[src/rtl/keypad_scan.sv]
// keypad_scan: 4x4 matrix scanner, full-scan debounce, one-cycle key codes.
// Define KEYPAD_AUTOREPEAT_EN to re-emit a held key at a timed rate.
module keypad_scan #(
  parameter int SCAN_DIV       = 1200,
  parameter int DEBOUNCE_SCANS = 50,
  parameter int REPEAT_DELAY   = 1250,
  parameter int REPEAT_RATE    = 250
) (
  input  logic       clk,
  input  logic       rst_n,
  input  logic [3:0] row,
  output logic [3:0] col,
  output logic [3:0] key
);
  localparam int DW = $clog2(SCAN_DIV + 1);
  localparam int CW = $clog2(DEBOUNCE_SCANS + 1);
  localparam logic [3:0] NO_KEY = 4'd13;

  typedef enum logic [1:0] {
    IDLE, DEB_PRESS, HELD, DEB_REL
  } state_t;

  // the synchronizer needs two dwell cycles to settle on a new column
  if (SCAN_DIV < 3 || DEBOUNCE_SCANS < 1 ||
      REPEAT_DELAY < 1 || REPEAT_RATE < 1) begin : g_param_check
    $error("keypad_scan: parameter out of range");
  end

  logic [3:0]    sync1;
  logic [3:0]    row_s;
  logic [DW-1:0] dwell;
  logic [1:0]    col_idx;
  logic [15:0]   snap;
  logic [15:0]   cur;
  logic [15:0]   full;
  logic [15:0]   masked;
  logic          last;
  logic          eval;
  logic [4:0]    ones;
  logic [3:0]    hit;
  logic [3:0]    scan_code;
  logic          single;
  logic          none;

  assign last = (dwell == DW'(SCAN_DIV - 1));
  assign eval = last && (col_idx == 2'd3);
  assign col  = ~(4'b0001 << col_idx);

  always_ff @(posedge clk or negedge rst_n) begin
    if (!rst_n) begin
      sync1   <= '0;
      row_s   <= '0;
      dwell   <= '0;
      col_idx <= '0;
      snap    <= '0;
    end else begin
      sync1 <= row;
      row_s <= sync1;
      if (last) begin
        dwell   <= '0;
        col_idx <= col_idx + 2'd1;
        snap    <= eval ? '0 : full;
      end else begin
        dwell <= dwell + 1'b1;
      end
    end
  end

  always_comb begin
    cur = '0;
    for (int r = 0; r < 4; r++) begin
      cur[{2'(r), col_idx}] = ~row_s[r];
    end
  end

  assign full   = snap | cur;
  // row3/col3 has no legend on the keypad
  assign masked = full & 16'h7fff;

  always_comb begin
    ones = '0;
    hit  = '0;
    for (int i = 0; i < 16; i++) begin
      if (masked[i]) begin
        ones = ones + 5'd1;
        hit  = 4'(i);
      end
    end
  end

  assign single = (ones == 5'd1);
  assign none   = (ones == 5'd0);

  always_comb begin
    unique case (hit)
      4'd0:    scan_code = 4'd1;
      4'd1:    scan_code = 4'd2;
      4'd2:    scan_code = 4'd3;
      4'd3:    scan_code = 4'd10;
      4'd4:    scan_code = 4'd4;
      4'd5:    scan_code = 4'd5;
      4'd6:    scan_code = 4'd6;
      4'd7:    scan_code = 4'd11;
      4'd8:    scan_code = 4'd7;
      4'd9:    scan_code = 4'd8;
      4'd10:   scan_code = 4'd9;
      4'd11:   scan_code = 4'd12;
      4'd12:   scan_code = 4'd15;
      4'd13:   scan_code = 4'd0;
      4'd14:   scan_code = 4'd14;
      default: scan_code = NO_KEY;
    endcase
  end

  state_t        state_q, state_d;
  logic [3:0]    code_q, code_d;
  logic [CW-1:0] cnt_q, cnt_d;
  logic [3:0]    key_q, key_d;
  logic          arm;

`ifdef KEYPAD_AUTOREPEAT_EN
  localparam int RMAX =
    (REPEAT_DELAY > REPEAT_RATE) ? REPEAT_DELAY : REPEAT_RATE;
  localparam int RW = $clog2(RMAX + 1);

  logic          rep_on_q, rep_on_d;
  logic          rep_first_q, rep_first_d;
  logic [RW-1:0] rep_cnt_q, rep_cnt_d;
  logic [RW-1:0] rep_lim;

  assign rep_lim = rep_first_q ? RW'(REPEAT_DELAY) : RW'(REPEAT_RATE);

  always_ff @(posedge clk or negedge rst_n) begin
    if (!rst_n) begin
      rep_on_q    <= 1'b0;
      rep_first_q <= 1'b0;
      rep_cnt_q   <= '0;
    end else begin
      rep_on_q    <= rep_on_d;
      rep_first_q <= rep_first_d;
      rep_cnt_q   <= rep_cnt_d;
    end
  end
`endif

  always_ff @(posedge clk or negedge rst_n) begin
    if (!rst_n) begin
      state_q <= IDLE;
      code_q  <= '0;
      cnt_q   <= '0;
      key_q   <= NO_KEY;
    end else begin
      state_q <= state_d;
      code_q  <= code_d;
      cnt_q   <= cnt_d;
      key_q   <= key_d;
    end
  end

  always_comb begin
    state_d = state_q;
    code_d  = code_q;
    cnt_d   = cnt_q;
    key_d   = NO_KEY;
    arm     = 1'b0;
`ifdef KEYPAD_AUTOREPEAT_EN
    rep_on_d    = rep_on_q;
    rep_first_d = rep_first_q;
    rep_cnt_d   = rep_cnt_q;
`endif
    if (eval) begin
      unique case (state_q)
        IDLE: begin
          if (single) begin
            code_d  = scan_code;
            cnt_d   = CW'(1);
            state_d = DEB_PRESS;
            arm     = (DEBOUNCE_SCANS <= 1);
          end
        end
        DEB_PRESS: begin
          if (single && scan_code == code_q) begin
            cnt_d = cnt_q + 1'b1;
            arm   = (cnt_d == CW'(DEBOUNCE_SCANS));
          end else begin
            state_d = IDLE;
          end
        end
        HELD: begin
          if (none) begin
            cnt_d   = CW'(1);
            state_d = (DEBOUNCE_SCANS <= 1) ? IDLE : DEB_REL;
`ifdef KEYPAD_AUTOREPEAT_EN
            rep_on_d = 1'b0;
          end else if (single && scan_code == code_q && rep_on_q) begin
            rep_cnt_d = rep_cnt_q + 1'b1;
            if (rep_cnt_d == rep_lim) begin
              key_d       = code_q;
              rep_cnt_d   = '0;
              rep_first_d = 1'b0;
            end
          end else begin
            rep_on_d = 1'b0;
`endif
          end
        end
        DEB_REL: begin
          if (none) begin
            cnt_d = cnt_q + 1'b1;
            if (cnt_d == CW'(DEBOUNCE_SCANS)) state_d = IDLE;
          end else begin
            state_d = HELD;
          end
        end
        default: state_d = IDLE;
      endcase
      if (arm) begin
        key_d   = code_d;
        state_d = HELD;
`ifdef KEYPAD_AUTOREPEAT_EN
        rep_on_d    = 1'b1;
        rep_first_d = 1'b1;
        rep_cnt_d   = '0;
`endif
      end
    end
  end

  assign key = key_q;

endmodule

[config.mk]
export PLATFORM = sky130hd
export DESIGN_NAME = keypad_scan
export DESIGN_NICKNAME = d
export VERILOG_FILES = /design/src/rtl/keypad_scan.sv
export SDC_FILE = /design/constraint.sdc
export NUM_CORES = 1
export LEC_CHECK = 0
export BUFFER_PORTS_ARGS = -buffer_cell sky130_fd_sc_hd__buf_2
export CAP_MARGIN = 5
export CORE_MARGIN = 2
export CORE_UTILIZATION = 59
export CTS_BUF_LIST = sky130_fd_sc_hd__clkbuf_2 sky130_fd_sc_hd__clkbuf_4 sky130_fd_sc_hd__clkbuf_8
export CTS_CLUSTER_SIZE = 24
export DETAILED_ROUTE_END_ITERATION = 16
export GPL_ROUTABILITY_DRIVEN = 0
export PLACE_DENSITY_LB_ADDON = 0.1
export SYNTH_ARGS = -nofsm -noshare
export SYNTH_HDL_FRONTEND = slang
export SYNTH_SLANG_ARGS = --single-unit
[constraint.sdc]
create_clock -name clk -period 15.25 [get_ports clk]
set_input_delay 2.2875 -clock clk [delete_from_list [all_inputs] [get_ports clk]]
set_output_delay 2.2875 -clock clk [all_outputs]
set_load 0.005 [all_outputs]
==> metrics.csv, run 1 <==
metric;value;unit
worst-r2r-cell-count;50;
areaGrowthSynthToFinish;4.76;%
clk_pin_slew_worst_paths;100;ps
fill_cells;606;
slew_viol_final;0;
regArea;0.00131;mm²
critPathMaxFanout;16;
wl_met3;338;µm
clk_latency;310;ps
ys_seq_elements;52;
grt_pass1_wl;17100;µm
worst_setup_path_start_kind;flip-flop;
hp-start;sync1[2]$_DFF_PN0_;
tightestPinTransition;826;ps
worstPathRequired;15460;ps
cts-resized-gates;0;
synthCells;531;
ir_drop;95.1;µV
p_leak;2.09;nW
outcome;finished clean;
finClkSkew;12.3;ps
cts_root_buf;clkbuf_8;
cp_slowest_cell;ha_1;
clock_tree.buffer_depth;2;
rsz0062_at_grt;no;
drt_iter0_drc;299;
p_per_area;55.2;mW/mm²
grt_max_degree;53;
crit_top_cell;ha_1;
r2r_start;col_idx[1]$_DFFE_PN0N_;
numCtsBuffers;5;
dpl-instance-area;0.00465;mm²
post_drt_wl_per_cell;15.5;µm
synth_top_cell_by_area;dfrtp_1;
setup_viol;0;
numPortBuffers;13;
cts.sinks;52;
synth_top_area_share;27.1;%
synth_nets;562;
dieWidth;91.6;µm
viasPerCell;6.18;
hold_end;row_s[2]$_DFF_PN0_;
synth.most_common_cell;nor2_1;
synth_area;0.00452;mm²
synthArstFlopShare;100;%
drive_above_1_share;10.5;%
die_area;0.00839;mm²
max_cap_violations;0;
cts-hold-fix-buffers;0;
cts-htree-levels;2;
ys.flop_type;dfrtp_1;
overflow;0;
synth.avg_cell_area;8.52;µm²
whs;358;ps
cts_tree;built;
fin_nets;565;
dieHeight;91.6;µm
ys_types;71;
fin_setup_tns;0;ps
post_cts_buffers;0;
antennaDiodeCount;0;
min_period_over_period;70.5;%
yosys_warnings;0;
route.detailed.drc;0;
holdPathStages;0;
crit_type;flip-flop to flip-flop;
m1WireLength;4710;µm
r2r-end;cnt_q[0]$_DFFE_PN0P_;
core;0.00733;mm²
multi_input_area;0.00304;mm²
met2WireLength;4610;µm
final_cell_area;0.00474;mm²
rows;31;
antenna_found_initial;0;
r2r_slack;4500;ps
synthTopCellsByCount;58 x nor2_1, 49 x dfrtp_1, 37 x nand2_1, 29 x xnor2_1, 27 x a21oi_1;
dp_hpwl;7330;µm
min_period;10750;ps
crit_path_max_incr_delay;500;ps
dr.pass1.iters;5;
slew_headroom;44.9;%
ios;14;
start_util;61.7;%
fmaxAchievable;0.0931;GHz
crit_path_end_kind;flip-flop;
fin_ws;4500;ps
wl;9810;µm
synth_seq_area_share;28.8;%
synth_edf_count;0;
first_global_vias;3692;
crit_arrival;10950;ps
vias;3915;
synth_area_leaders;dfrtp_1 27%, ha_1 6.9%, xnor2_1 5.6%, nor2_1 4.8%, nand2_1 3.1%;
grtUsageTotal;24.4;%
finalHoldViolCount;0;
detail-route-antenna-nets;0;
place_worst_setup_slack;4650;ps
highest_layer;met4;
hp-class;flip-flop to flip-flop;
-- placed cells by master (no fill, tap or decap), types with 8 or more instances in the layout --
master     n
a31oi_1   15
a21oi_1   27
nand3_1   25
xnor2_1   29
inv_1     25
nor2_1    58
nor2b_1   11
o21ai_0   26
nor3_1    10
o211ai_1  10
nand2b_1   9
buf_2     13
ha_1      25
nand2_1   37
dfrtp_1   49
or2_2      8
a21o_1    10
and3_1    12
xor2_1    10
-- report_power, final --
group	switching, mW	internal (mW)	total (mW)
clock network	0.0481	0.0335	0.0816
logic	0.0242	0.0159	0.0401
registers	0.00106	0.139	0.140
-- how the worst max path moves through the flow --
stage                      startpoint                   end  cells after the start
3_5_place_dp   col_idx[1]$_DFFE_PN0N_  cnt_q[0]$_DFFE_PN0P_                     50
2_1_floorplan  col_idx[1]$_DFFE_PN0N_  cnt_q[0]$_DFFE_PN0P_                     52
4_1_cts        col_idx[1]$_DFFE_PN0N_  cnt_q[0]$_DFFE_PN0P_                     50
3_3_place_gp   col_idx[1]$_DFFE_PN0N_  cnt_q[0]$_DFFE_PN0P_                     50
5_1_grt        col_idx[1]$_DFFE_PN0N_  cnt_q[0]$_DFFE_PN0P_                     50
6_report       col_idx[1]$_DFFE_PN0N_  cnt_q[0]$_DFFE_PN0P_                     50
-- critical path: cells and delay by family (launching register included) --
family	cells	cell delay [ps]
AO/OA/AOI/OAI	14	2570
AND/OR/NAND/NOR	16	2230
multiplexers	2	570
adder cells (fa/ha/maj)	14	4390
flip-flops	1	410
buffers and inverters	3	310
XOR/XNOR	1	150
-- sequential cells by signal (all words and copies together), names as in the netlist --
register  count
snap         15
col_idx       2
cnt_q         6
key           4
dwell        11
sync1         4
code_q        4
state_q       2
row_s         4
-- logic make-up (layout without fill, tap and decap cells) --
group	after synthesis	count (layout)	synth area share, %
DFF	52	52	28.8
xor gates and xnor gates	47	47	11.9
adders and majority gates	25	25	6.91
buffers and inverters	45	49	3.98
AOI/OAI and AO/OA	146	146	22.7
and+or+nand+nor	204	204	22.8
muxes	12	12	2.90
-- layout make-up --
| type | count | area share, % |
|---|---|---|
| flip-flops and latches | 52 | 27.5 |
| clock buffers | 5 | 1.45 |
| well taps | 99 | 2.61 |
| repair buffers | 15 | 1.69 |
| clock inverters | 3 | 0.528 |
| multi-input cells | 434 | 64.1 |
| inverters | 26 | 2.06 |
-- through the flow --
stage / util [%] / power (mW) / instances
floorplan: - / 0.173 / 531
global placement: 63.4 / 0.181 / 626
detailed placement: 63.4 / 0.183 / 626
CTS: 64.7 / 0.264 / 634
global route: 64.7 / 0.274 / 634
finish: 64.7 / 0.262 / 634
-- routing by layer --
layer  GRT usage (%)  vias up
met1            33.8     1869
met3            2.24       13
met4            8.33        0
met5               0        -
li1                -     1936
met2            40.1       97
Power figures use the tool's default switching activity.
==> run 2, diff against run 1 <==
Clock period 15.25 ns to 9 ns, I/O delays scaled along.
==> run 2 against run 1 <==
  * Count of clock-buffer cells in the layout stayed put
  * Wire length is 7.8% higher
  * Die area stayed put
  * Combinational power is 130% higher
  * Sequential cell count stayed put
  * Critical path depth stayed put
  * Largest cell class unchanged
==> metrics.csv, run 2 (synthesis results as in run 1) <==
metric;value;unit
crit_path_max_incr_delay;410;ps
slew_headroom;53.8;%
fin_nets;593;
die_area;0.00839;mm²
areaGrowthSynthToFinish;16.0;%
p_leak;2.29;nW
largestRegisters;snap (15), dwell (11), cnt_q (6);
rows;31;
holdPathStages;0;
crit_arrival;9160;ps
crit_path_end_kind;flip-flop;
finalHoldViolCount;0;
dpl-instance-area;0.00485;mm²
cp.depth;50;
cts.sinks;52;
antenna_found_initial;0;
antennaDiodeCount;0;
crit_family;adder cells;
numPortBuffers;13;
fill_cells;547;
final_cell_area;0.00525;mm²
max_cap_violations;0;
numCtsBuffers;5;
cts-htree-levels;2;
dr.pass1.iters;5;
regArea;0.00131;mm²
min_period_over_period;99.7;%
largest_reg_flops;15;
overflow;0;
grtUsageTotal;25.1;%
setup_viol;0;
rsz0062_at_grt;yes;
ir_drop;174;µV
route.detailed.drc;0;
core;0.00733;mm²
p_per_area;94.1;mW/mm²
worst_setup_path_start_kind;flip-flop;
crit_type;flip-flop to flip-flop;
cts_tree;built;
dieWidth;91.6;µm
grt_max_degree;53;
dieHeight;91.6;µm
outcome;finished clean;
clk_latency;310;ps
first_global_vias;3811;
top_register;snap;
slew_viol_final;0;
crit_top_cell;ha_1;
vias;4066;
worst-r2r-cell-count;50;
fin_setup_tns;0;ps
post_drt_wl_per_cell;16.0;µm
finClkSkew;14.8;ps
critPathMaxFanout;6;
min_period;8970;ps
fmaxAchievable;0.111;GHz
crit_buf_inv;3;
whs;356;ps
start_util;61.7;%
tightestPinTransition;692;ps
worstPathRequired;9190;ps
dp_hpwl;7620;µm
drive_above_1_share;22.6;%
clock_tree.buffer_depth;2;
drt_iter0_drc;357;
grt_pass1_wl;17600;µm
multi_input_area;0.00331;mm²
wl;10600;µm
most-common-layout-cells;54 x nor2_1, 47 x dfrtp_1, 32 x nand2_1, 30 x buf_4, 28 x xnor2_1;
detail-route-antenna-nets;0;
cp_slowest_cell;dfrtp_1;
hp-class;flip-flop to flip-flop;
viasPerCell;6.14;
layout_commonest_cell;nor2_1;
ios;14;
r2r_slack;30;ps
clk_pin_slew_worst_paths;100;ps
cts_root_buf;clkbuf_8;
## run 2: cell types whose count changed in the layout (fill, tap and decap cells not counted), moves of 3 or more
cell     previous run  this run
inv_1              25        21
ha_4                0         7
o21ai_0            26        19
o21ai_2             1         7
a21oi_1            27        22
nor2_1             58        54
buf_4               2        30
nor2_4              0         3
a21oi_2             1         5
nand2_1            37        32
nand2_2             0         5
ha_1               25        17
## run 2: through the flow
step	worst slack (ps)	power, mW	utilization (%)	std cells
after global routing	-376	0.518	71.6	662
after global placement	81.9	0.316	66.2	638
after CTS	2.18	0.483	68.5	651
final	27.4	0.494	71.6	662
after floorplan	-42.4	0.298	-	531
after detailed placement	-174	0.318	66.2	638
## run 2: final cells by class
type                    count  area share (%)
flip-flops and latches     52            24.9
repair buffers             43            5.53
multi-input cells         434            63.0
clock inverters             3           0.882
inverters                  26            1.96
clock buffers               5            1.31
well taps                  99            2.36
## run 2: final timing paths
check / start / endpoint
worst min register to register: sync1[3]$_DFF_PN0_ / row_s[3]$_DFF_PN0_
worst min-delay path: sync1[3]$_DFF_PN0_ / row_s[3]$_DFF_PN0_
min in group asynchronous: rst_n / dwell[8]$_DFF_PN0_
worst max-delay path: col_idx[1]$_DFFE_PN0N_ / cnt_q[0]$_DFFE_PN0P_
worst max register to register: col_idx[1]$_DFFE_PN0N_ / cnt_q[0]$_DFFE_PN0P_
max in group asynchronous: rst_n / col_idx[0]$_DFFE_PN0N_
## run 2: timing repair
item	CTS	global route
pin swaps	5	28
gates resized for setup	4	30
hold buffers	0	0
setup endpoints to repair	6	16
setup buffers	5	11
## run 2: per-layer routing
layer | wire [µm] | vias up | share of wire, % | track usage (%)
met2 | 5230 | 96 | 49 | 43.3
met5 | 0 | - | 0 | 0
met4 | 102 | 0 | 0.96 | 5.18
met3 | 331 | 11 | 3.1 | 2.32
li1 | - | 2001 | - | -
met1 | 4910 | 1958 | 46 | 34.5
## run 2: where the power goes
group	leakage, nW	internal [mW]	switching, mW
Sequential	0.681	0.235	0.00203
Clock	0.0600	0.0843	0.0779
Combinational	1.55	0.0429	0.0513
Total	2.29	0.363	0.131
==> run 3, diff against run 2 <==
Settings changed: MAX_ROUTING_LAYER set to met4.
==> run 3 against run 2 <==
  * Cell area unchanged
  * Final cell count unchanged
  * Via count barely moved
  * First-iteration DRC count fell by 5.6%
  * Sequential cell count unchanged
  * Global-route usage grew 0.73 points
  * Wire length rose by 0.26%
  * Sequential share of layout area unchanged
  * Critical path type unchanged
==> metrics.csv, run 3 (synthesis results as in run 1) <==
metric;value;unit
outcome;finished clean;
power_frac_seq;48.0;%
power.total;0.494;mW
rows;31;
cts_tree;built;
fin_ws;1.79;ps
numPortBuffers;13;
ios;14;
dieHeight;91.6;µm
largestRegisters;snap (15), dwell (11), cnt_q (6);
drive_above_1_share;22.6;%
crit_path_end_kind;flip-flop;
final_cells;662;
min_period;9000;ps
p_leak;2.29;nW
worst-r2r-cell-count;49;
worstPathRequired;9190;ps
antenna_found_initial;0;
core;0.00733;mm²
holdPathStages;0;
hp-class;flip-flop to flip-flop;
dp_hpwl;7620;µm
drt_iter0_drc;337;
layout_commonest_cell;nor2_1;
cts_root_buf;clkbuf_8;
crit_type;flip-flop to flip-flop;
largest_reg_flops;15;
overflow;0;
fin_setup_tns;0;ps
fin_nets;593;
finClkSkew;14.8;ps
antennaDiodeCount;0;
ir_drop;174;µV
numCtsBuffers;5;
dr.pass1.iters;5;
die_area;0.00839;mm²
tightestPinTransition;692;ps
swShare;26.6;%
p_comb_share;19.2;%
crit_path_max_incr_delay;540;ps
critPathMaxFanout;6;
p_sw;0.131;mW
detail-route-antenna-nets;0;
vias;4067;
pwr-share-clk;32.8;%
slew_headroom;53.9;%
most-common-layout-cells;54 x nor2_1, 47 x dfrtp_1, 32 x nand2_1, 30 x buf_4, 28 x xnor2_1;
first_global_vias;3810;
clk_pin_slew_worst_paths;100;ps
fill_cells;547;
crit_top_cell;ha_1;
place_worst_setup_slack;-174;ps
cts-htree-levels;2;
top_register;snap;
areaGrowthSynthToFinish;16.0;%
grtUsageTotal;25.9;%
crit_buf_inv;4;
cts-hold-fix-buffers;0;
setup_viol;0;
wl;10600;µm
whs;355;ps
crit_arrival;9180;ps
viasPerCell;6.14;
rsz0062_at_grt;yes;
dieWidth;91.6;µm
p_per_area;94.2;mW/mm²
grt_max_degree;53;
cts.sinks;52;
start_util;61.7;%
cp.depth;49;
fmaxAchievable;0.111;GHz
max_cap_violations;0;
post_drt_wl_per_cell;16.0;µm
clock_tree.buffer_depth;2;
worst_setup_path_start_kind;flip-flop;
crit_family;adder cells;
internal-power;0.363;mW
finalHoldViolCount;0;
route.detailed.drc;0;
min_period_over_period;100;%
place_inst;638;
grt_pass1_wl;17600;µm
slew_viol_final;0;
cp_slowest_cell;or4_4;
clk_latency;310;ps
run 3: cell counts in the layout (fill, tap and decap cells not counted):
Identical to the previous run, type by type.
run 3: area by class of cell:
class                   instances  area [µm²]  area share (%)
multi-input cells             434        3310            63.0
flip-flops and latches         52        1310            24.9
repair buffers                 43         290            5.53
well taps                      99         124            2.36
inverters                      26         103            1.96
clock buffers                   5        68.8            1.31
clock inverters                 3        46.3           0.882
run 3: power groups by stage:
stage	Sequential (mW)	Clock [mW]	Combinational (mW)
final	0.237	0.162	0.0947
after global routing	0.238	0.177	0.104
after CTS	0.237	0.167	0.0781
after detailed placement	0.242	0	0.0758
after global placement	0.242	0	0.0740
after floorplan	0.241	0	0.0575
run 3: final timing paths:
kind                                           to                    from  slack (ps)
min reg2reg                    row_s[3]$_DFF_PN0_      sync1[3]$_DFF_PN0_         360
max reg2reg                  cnt_q[0]$_DFFE_PN0P_  col_idx[1]$_DFFE_PN0N_           2
min in group asynchronous      dwell[8]$_DFF_PN0_                   rst_n        1140
max                          cnt_q[0]$_DFFE_PN0P_  col_idx[1]$_DFFE_PN0N_           2
max in group asynchronous  col_idx[0]$_DFFE_PN0N_                   rst_n        7390
min                            row_s[3]$_DFF_PN0_      sync1[3]$_DFF_PN0_         360
run 3: worst register-to-register path, delay by kind of cell, from the launching register on:
| family | cells | cell delay [ps] |
|---|---|---|
| mux | 2 | 580 |
| flops | 1 | 380 |
| buf+inv | 4 | 330 |
| compound gates | 14 | 1680 |
| simple gates | 17 | 2570 |
| fa+ha+maj | 12 | 3330 |
run 3: what timing repair did:
action                                  CTS  global route
hold endpoints to repair                  0             0
gates resized for setup                   4            30
pin swaps                                 5            28
setup buffers                             5            11
endpoints found under the setup margin    6            16
run 3: metrics by stage:
step	instance area, µm²	utilization [%]
3_5_place_dp	4850	66.2
3_3_place_gp	4850	66.2
5_1_grt	5250	71.6
4_1_cts	5020	68.5
2_1_floorplan	4660	-
6_report	5250	71.6
run 3: per-layer routing:
| layer | track usage [%] | vias up | share of wire, % |
|---|---|---|---|
| li1 | - | 2002 | - |
| met1 | 34.6 | 1956 | 46 |
| met2 | 43.3 | 102 | 50 |
| met3 | 2.24 | 7 | 3.7 |
| met4 | 5.18 | 0 | 0.89 |
| met5 | - | - | 0 |
